## config.mk

```make
export PLATFORM = sky130hd
export DESIGN_NAME = dmem_bus_bridge
export DESIGN_NICKNAME = d
export VERILOG_FILES = /design/src/rtl/dmem_bus_bridge.sv
export SDC_FILE = /design/constraint.sdc
export NUM_CORES = 1
export LEC_CHECK = 0
export ABC_AREA = 1
export CAP_MARGIN = 10
export CORE_MARGIN = 2
export CORE_UTILIZATION = 49
export DETAILED_ROUTE_END_ITERATION = 7
export PLACE_DENSITY_LB_ADDON = 0.3
export SYNTH_ARGS = -nofsm -noshare
export SYNTH_HDL_FRONTEND = slang
export SYNTH_SLANG_ARGS = --single-unit
```

## constraint.sdc

```tcl
create_clock -name iCLK -period 9.24 [get_ports iCLK]
set_input_delay 1.848 -clock iCLK [delete_from_list [all_inputs] [get_ports iCLK]]
set_output_delay 1.848 -clock iCLK [all_outputs]
set_load 0.05 [all_outputs]
```

## src/rtl/dmem_bus_bridge.sv

```systemverilog
// Bridges the core's 64-bit data bus onto a 32-bit req/ack memory bus,
// issuing up to two word beats per access and stalling the core meanwhile.
module dmem_bus_bridge #(
    parameter int unsigned MEM_AW  = 32,
    parameter int unsigned TIMEOUT = 255
) (
    input  logic              iCLK,
    input  logic              iRST,
    input  logic              iReadEnable,
    input  logic              iWriteEnable,
    input  logic [63:0]       iAddress,
    input  logic [63:0]       iWriteData,
    input  logic [7:0]        iByteEnable,
    output logic [63:0]       oReadData,
    output logic              oStall,
    output logic              oError,
    output logic              oMemReq,
    output logic              oMemWe,
    output logic [MEM_AW-1:0] oMemAddr,
    output logic [31:0]       oMemWData,
    output logic [3:0]        oMemBE,
    input  logic              iMemAck,
    input  logic [31:0]       iMemRData
);
    localparam int unsigned CW = $clog2(TIMEOUT + 1);

    typedef enum logic [1:0] {S_IDLE, S_LO, S_HI, S_DONE} state_t;

    state_t            state_q, state_d;
    logic              we_q, we_d;
    logic              hi_need_q, hi_need_d;
    logic [31:0]       hi_wdata_q, hi_wdata_d;
    logic [3:0]        hi_be_q, hi_be_d;
    logic [31:0]       lo_rdata_q, lo_rdata_d;
    logic [CW-1:0]     cnt_q, cnt_d;
    logic              req_q, req_d;
    logic              mwe_q, mwe_d;
    logic [MEM_AW-1:0] maddr_q, maddr_d;
    logic [31:0]       mwdata_q, mwdata_d;
    logic [3:0]        mbe_q, mbe_d;
    logic [63:0]       rdata_q, rdata_d;
    logic              err_q, err_d;

    logic              beat_ack;
    logic              beat_timeout;
    logic [MEM_AW-1:0] lo_base;
    logic              unused_addr_bits;

    assign unused_addr_bits = ^iAddress;
    assign lo_base      = {iAddress[MEM_AW-1:3], 3'b000};
    assign beat_ack     = req_q & iMemAck;
    assign beat_timeout = req_q & ~iMemAck & (cnt_q == CW'(TIMEOUT - 1));

    always_comb begin
        state_d    = state_q;
        we_d       = we_q;
        hi_need_d  = hi_need_q;
        hi_wdata_d = hi_wdata_q;
        hi_be_d    = hi_be_q;
        lo_rdata_d = lo_rdata_q;
        cnt_d      = cnt_q;
        req_d      = req_q;
        mwe_d      = mwe_q;
        maddr_d    = maddr_q;
        mwdata_d   = mwdata_q;
        mbe_d      = mbe_q;
        rdata_d    = rdata_q;
        err_d      = 1'b0;

        case (state_q)
            S_IDLE: begin
                if (iReadEnable | iWriteEnable) begin
                    we_d       = iWriteEnable;
                    hi_need_d  = |iByteEnable[7:4];
                    hi_wdata_d = iWriteData[63:32];
                    hi_be_d    = iByteEnable[7:4];
                    lo_rdata_d = '0;
                    cnt_d      = '0;
                    if (iReadEnable & iWriteEnable) begin
                        state_d = S_DONE;
                        err_d   = 1'b1;
                    end else if (|iByteEnable[3:0]) begin
                        state_d  = S_LO;
                        req_d    = 1'b1;
                        mwe_d    = iWriteEnable;
                        maddr_d  = lo_base;
                        mwdata_d = iWriteData[31:0];
                        mbe_d    = iByteEnable[3:0];
                    end else if (|iByteEnable[7:4]) begin
                        state_d  = S_HI;
                        req_d    = 1'b1;
                        mwe_d    = iWriteEnable;
                        maddr_d  = lo_base + MEM_AW'(4);
                        mwdata_d = iWriteData[63:32];
                        mbe_d    = iByteEnable[7:4];
                    end else begin
                        state_d = S_DONE;
                        if (iReadEnable) rdata_d = '0;
                    end
                end
            end
            S_LO: begin
                if (beat_ack) begin
                    lo_rdata_d = iMemRData;
                    cnt_d      = '0;
                    // Back-to-back high beat keeps req asserted across the edge.
                    if (hi_need_q) begin
                        state_d  = S_HI;
                        maddr_d  = maddr_q + MEM_AW'(4);
                        mwdata_d = hi_wdata_q;
                        mbe_d    = hi_be_q;
                    end else begin
                        state_d = S_DONE;
                        req_d   = 1'b0;
                        if (!we_q) rdata_d = {32'h0, iMemRData};
                    end
                end else if (beat_timeout) begin
                    state_d = S_DONE;
                    req_d   = 1'b0;
                    err_d   = 1'b1;
                    rdata_d = '0;
                end else begin
                    cnt_d = cnt_q + CW'(1);
                end
            end
            S_HI: begin
                if (beat_ack) begin
                    state_d = S_DONE;
                    req_d   = 1'b0;
                    if (!we_q) rdata_d = {iMemRData, lo_rdata_q};
                end else if (beat_timeout) begin
                    state_d = S_DONE;
                    req_d   = 1'b0;
                    err_d   = 1'b1;
                    rdata_d = '0;
                end else begin
                    cnt_d = cnt_q + CW'(1);
                end
            end
            default: state_d = S_IDLE;
        endcase
    end

    always_ff @(posedge iCLK or posedge iRST) begin
        if (iRST) begin
            state_q    <= S_IDLE;
            we_q       <= 1'b0;
            hi_need_q  <= 1'b0;
            hi_wdata_q <= '0;
            hi_be_q    <= '0;
            lo_rdata_q <= '0;
            cnt_q      <= '0;
            req_q      <= 1'b0;
            mwe_q      <= 1'b0;
            maddr_q    <= '0;
            mwdata_q   <= '0;
            mbe_q      <= '0;
            rdata_q    <= '0;
            err_q      <= 1'b0;
        end else begin
            state_q    <= state_d;
            we_q       <= we_d;
            hi_need_q  <= hi_need_d;
            hi_wdata_q <= hi_wdata_d;
            hi_be_q    <= hi_be_d;
            lo_rdata_q <= lo_rdata_d;
            cnt_q      <= cnt_d;
            req_q      <= req_d;
            mwe_q      <= mwe_d;
            maddr_q    <= maddr_d;
            mwdata_q   <= mwdata_d;
            mbe_q      <= mbe_d;
            rdata_q    <= rdata_d;
            err_q      <= err_d;
        end
    end

    assign oStall    = (iReadEnable | iWriteEnable) & (state_q != S_DONE);
    assign oReadData = rdata_q;
    assign oError    = err_q;
    assign oMemReq   = req_q;
    assign oMemWe    = mwe_q;
    assign oMemAddr  = maddr_q;
    assign oMemWData = mwdata_q;
    assign oMemBE    = mbe_q;

endmodule
```

==> reports/qor.yml <==
pin_count: 309
fin_nets: 2050
p_total_mw: 6.21
cts_setup_buffers: 0
ant_nets: 0
drt_drc_violations_left: 0
clkTransAtPathRegs_ps: 60
syn_area_um2: 11600
grt.total_usage_pct: 27.8
routed_wl_mm: 34.9
synth_mux_area_share_pct: 0
clock.fmax_mhz: 187
top_layer_used: "met4"
most-common-layout-cells: "626 x nand2_1, 271 x clkdlybuf4s50_1, 213 x dfrtp_1"
route.met2.wl_mm: 16.2
clk_path_buf_depth: 3
synth-simple-area-share_pct: 32.4
rows: 56
dp.cells: 2161
setup.worst_path.end_class: "output pin"
setup_viol: 0
period_needed_ps: 5350
fillers: 2030
die_h_um: 158
drt-met1-wl_mm: 14.5
worst_pin_slew_ps: 1180
num_vias: 11800
multi_input_area_um2: 5510
synth_top_family_by_area: "simple AND/OR/NAND/NOR gates"
synthFlopType: "dfrtp_1"
clock_sinks: 213
place_ws_ps: 3420
finalSetupTns_ps: 0
synth-xor-area-share_pct: 0.828
outcome: "finished, final reports clean"
final-hold-violation-count: 0
path_class: "input port to output pin"
fin_hold_ws_ps: 472
worst_hold_path_type: "flop to flop"
area_growth_pct: 31.8
grt_pass1_vias: 11200
ys_ff_latch: 213
worstSkewPairLatency_ps: 520
report.final.slew_viol_count: 0
antenna_found_initial: 0
synth_cell_types: 32
cts_resized: 0
layoutNonFillerInstCount: 2206
io_buffer_count: 271
synth-edff-count: 0
drive_above_1_share_pct: 4.08
cp.arrival_ps: 3500
wl_per_cell_um: 15.8
required_ps: 7390
fin_crit_sh_pct: 57.9
power.density_nw_per_um2: 405
core_um2: 23400
vdd_drop_max_uv: 283
synth-seq-area-share_pct: 45.8
die_w_um: 158
synth_adder_area_share_pct: 0.860
die-area_um2: 25000
syn_inst: 1655
cts_tree: "built"
wl_met3_mm: 2.93
finClkSkew_ps: 13.2
hold_buffers: 0
synthArstFlopShare_pct: 100
grt_overflow: 0
initial_utilization_pct: 49.7
dr.pass1.iters: 8
syn_area_per_cell_um2: 7.03
maxSlewHeadroom_pct: 21.5
viasPerCell: 5.36
gp_congestion: 0.890
rsz0062_at_grt: "no"
htreeDepth: 1
n_antenna_cell: 0
startpoint_type: "input port"
cap_violations: 0
yosysWarnings: 0
total_leakage_power_nw: 7.32
cts_made_buffers: 25
layout.cells.most_common: "nand2_1"
grt_pass1_wl_mm: 56.3
crit_fanout: 4
final-seq-area_um2: 5330
synth_compound_area_share_pct: 12.9
layout_setup_ws_ps: 3890
place_hpwl_mm: 21.9
cts_root_buf: "clkbuf_16"
grt_max_degree: 151
drt_iter0_drc: 960
cells in the mapped netlist (8+ instances only):
cell | count | share of area (%)
dfrtp_1 | 213 | 46
ha_1 | 8 | 0.86
xor2_1 | 10 | 0.75
nand2_1 | 626 | 20
a21oi_1 | 72 | 3.1
clkbuf_1 | 61 | 2.0
nor3_1 | 8 | 0.34
buf_4 | 8 | 0.52
nor2_1 | 164 | 5.3
nand3_1 | 117 | 5.0
inv_1 | 99 | 3.2
o21ai_0 | 163 | 7.0
buf_2 | 26 | 1.1
o211ai_1 | 36 | 2.3
registers in the layout, summed over array words and instances, names as in the netlist:
signal and cells:
oReadData 64, hi_wdata_q 32, lo_rdata_q 32, oMemWData 32, oMemAddr 30, cnt_q 8, hi_be_q 4, oMemBE 4
state_q 2, hi_need_q 1, oError 1, oMemReq 1, oMemWe 1, we_q 1
per-stage QoR:
step           area [um^2]  util [%]
6_report             15300      65.5
3_5_place_dp         14400      61.7
2_1_floorplan        11600         -
4_1_cts              15300      65.5
5_1_grt              15300      65.5
3_3_place_gp         14400      61.7
layout make-up:
class                      count  share of cell area [%]
multi-input combinational   1240                    35.9
inverter                     105                    2.62
timing repair buffer         284                    18.3
clock buffer                  31                    4.49
sequential                   213                    34.8
tap                          319                    2.60
clock inverter                14                    1.30
critical path, stage by stage:
cell and delay, ps:
clkdlybuf4s50_1 460, nor2_1 350, nor2_1 80, clkdlybuf4s50_1 750
logic make-up (layout without fill, tap and decap cells):
| family | count (synthesis) | after routing |
|---|---|---|
| and+or+nand+nor | 939 | 939 |
| AOI/OAI and AO/OA | 280 | 280 |
| DFF | 213 | 213 |
| adders and majority gates | 8 | 8 |
| other | 1 | 2 |
| buffers and inverters | 203 | 434 |
| xor gates and xnor gates | 11 | 11 |
worst paths after layout:
path | start | to | slack [ps] | cells past startpoint
max reg2reg | oMemReq | oMemAddr[6] | 5390 | 9
min | hi_wdata_q[14] | hi_wdata_q[14] | 470 | 2
max | iWriteEnable | oStall | 3890 | 4
max in group asynchronous | iRST | oReadData[2] | 5770 | 3
min in group asynchronous | iRST | oReadData[60] | 2000 | 2
min reg2reg | hi_wdata_q[14] | hi_wdata_q[14] | 470 | 2
power breakdown:
part / total, mW / switching [mW] / internal, mW
clock network: 1.07 / 0.405 / 0.666
registers: 1.70 / 0.333 / 1.37
logic: 3.44 / 2.39 / 1.05
total: 6.21 / 3.13 / 3.08
layer usage:
| layer | track usage, % | vias up |
|---|---|---|
| li1 | - | 5739 |
| met1 | 37.1 | 5487 |
| met2 | 45.7 | 513 |
| met3 | 4.87 | 83 |
| met4 | 10.1 | 0 |
| met5 | 0 | - |
Note: power is estimated with default switching activity, not from simulation.
==> edit, RTL diff (same flow settings) <==
Register the output `oError` once more, without a reset; this adds one clock of latency there. The other outputs are not delayed to match.
--- a/src/rtl/dmem_bus_bridge.sv
+++ b/src/rtl/dmem_bus_bridge.sv
@@ -179,3 +179,5 @@
     assign oReadData = rdata_q;
-    assign oError    = err_q;
+    always_ff @(posedge iCLK) begin
+        oError <= err_q;
+    end
     assign oMemReq   = req_q;
Check against the original RTL: not settled (the Yosys comparison gave no result); the edit may change what the design does.
==> edit against the unedited design <==
- area after synthesis up 0.17%
- largest power group unchanged
- final area down 0.65%
- clock skew down 3.8 ps
- via count down 0.36%
- routed wire length down 0.16%
- critical path depth unchanged
- setup slack worse by 25 ps
- non-clock buffer count unchanged
- total power down 2.0%
- combinational power about the same
- sequential cell count up 1
==> edit: results <==
[status]
status = finished, final reports clean

[timing]
fin_worst_skew_ps = 9.38
min_period_over_period_pct = 58.2
tightest_slew_ps = 1200

[placed_design]
place_ws_ps = 3420
place_area_mm2 = 0.0145
place.gp.congestion = 0.881

[detailed_routing]
dr_total_vias = 11800
first_pass_iters = 5
wirelength_mm = 34.8

[min_path]
worstHoldStart = err_q$_DFF_PP0_
hold_depth = 0
worstHoldEndpoint = oError$_DFF_P_

[global_route]
grt_pass1_wl_mm = 55.9
antenna_found_initial = 2
grt_usage_pct = 27.6

[critical_path]
r2r_setup_slack_ps = 5270
r2r_cells = 10
r2r_end = oReadData[20]$_DFFE_PP0P_

[synth]
yosys-top-cells-area = dfrtp_1, nand2_1, o21ai_0
synth_seq_area_share_pct = 45.9

[power]
p_leak_uw = 0.00726
peakVddDrop_mv = 0.277

[clock_tree]
cts_inserted_buffers = 24

[final_layout]
drive_above_1_share_pct = 3.77
[edit: area by class of cell]
type / instances / area share (%)
Inverter: 105 / 2.64
Sequential cell: 214 / 35.1
Clock buffer: 30 / 4.29
Multi-Input combinational cell: 1240 / 36.1
Tap cell: 319 / 2.62
Timing Repair Buffer: 284 / 18.4
Clock inverter: 10 / 0.731
Antenna cell: 1 / 0.0164
[edit: kinds of logic (layout without fill, tap and decap cells)]
logic type / after synthesis / after routing / share of synthesized area, %
AND/OR/NAND/NOR: 939 / 939 / 32.4
AO/OA/AOI/OAI: 280 / 280 / 12.9
XOR/XNOR: 11 / 11 / 0.827
buffers and inverters: 203 / 429 / 7.07
flip-flops: 214 / 214 / 45.9
other: 1 / 3 / 0.0322
adder cells (fa/ha/maj): 8 / 8 / 0.859
[edit: report_power, final]
| group | total (µW) | switching (µW) | internal (µW) |
|---|---|---|---|
| sequential | 1710 | 332 | 1370 |
| combinational | 3440 | 2390 | 1050 |
| clock | 945 | 392 | 554 |
[edit: critical path: stages]
cell and delay, ps:
clkdlybuf4s50_1 470, nor2_1 380, nor2_1 70, clkdlybuf4s50_1 750
[edit: per-layer routing]
layer,share of wire (%),track usage (%),wire length (µm),vias up
li1,-,-,-,5723
met1,42,36.4,14600,5516
met2,47,45.8,16300,442
met3,7.0,4.41,2450,96
met4,4.0,10.4,1400,2
met5,0.034,0,12,-
[edit: through the flow]
stage / utilization [%] / instances
after floorplan: - / 1657
after global placement: 61.8 / 2162
after detailed placement: 61.8 / 2162
after CTS: 65.1 / 2202
after global routing: 65.1 / 2203
final: 65.1 / 2203
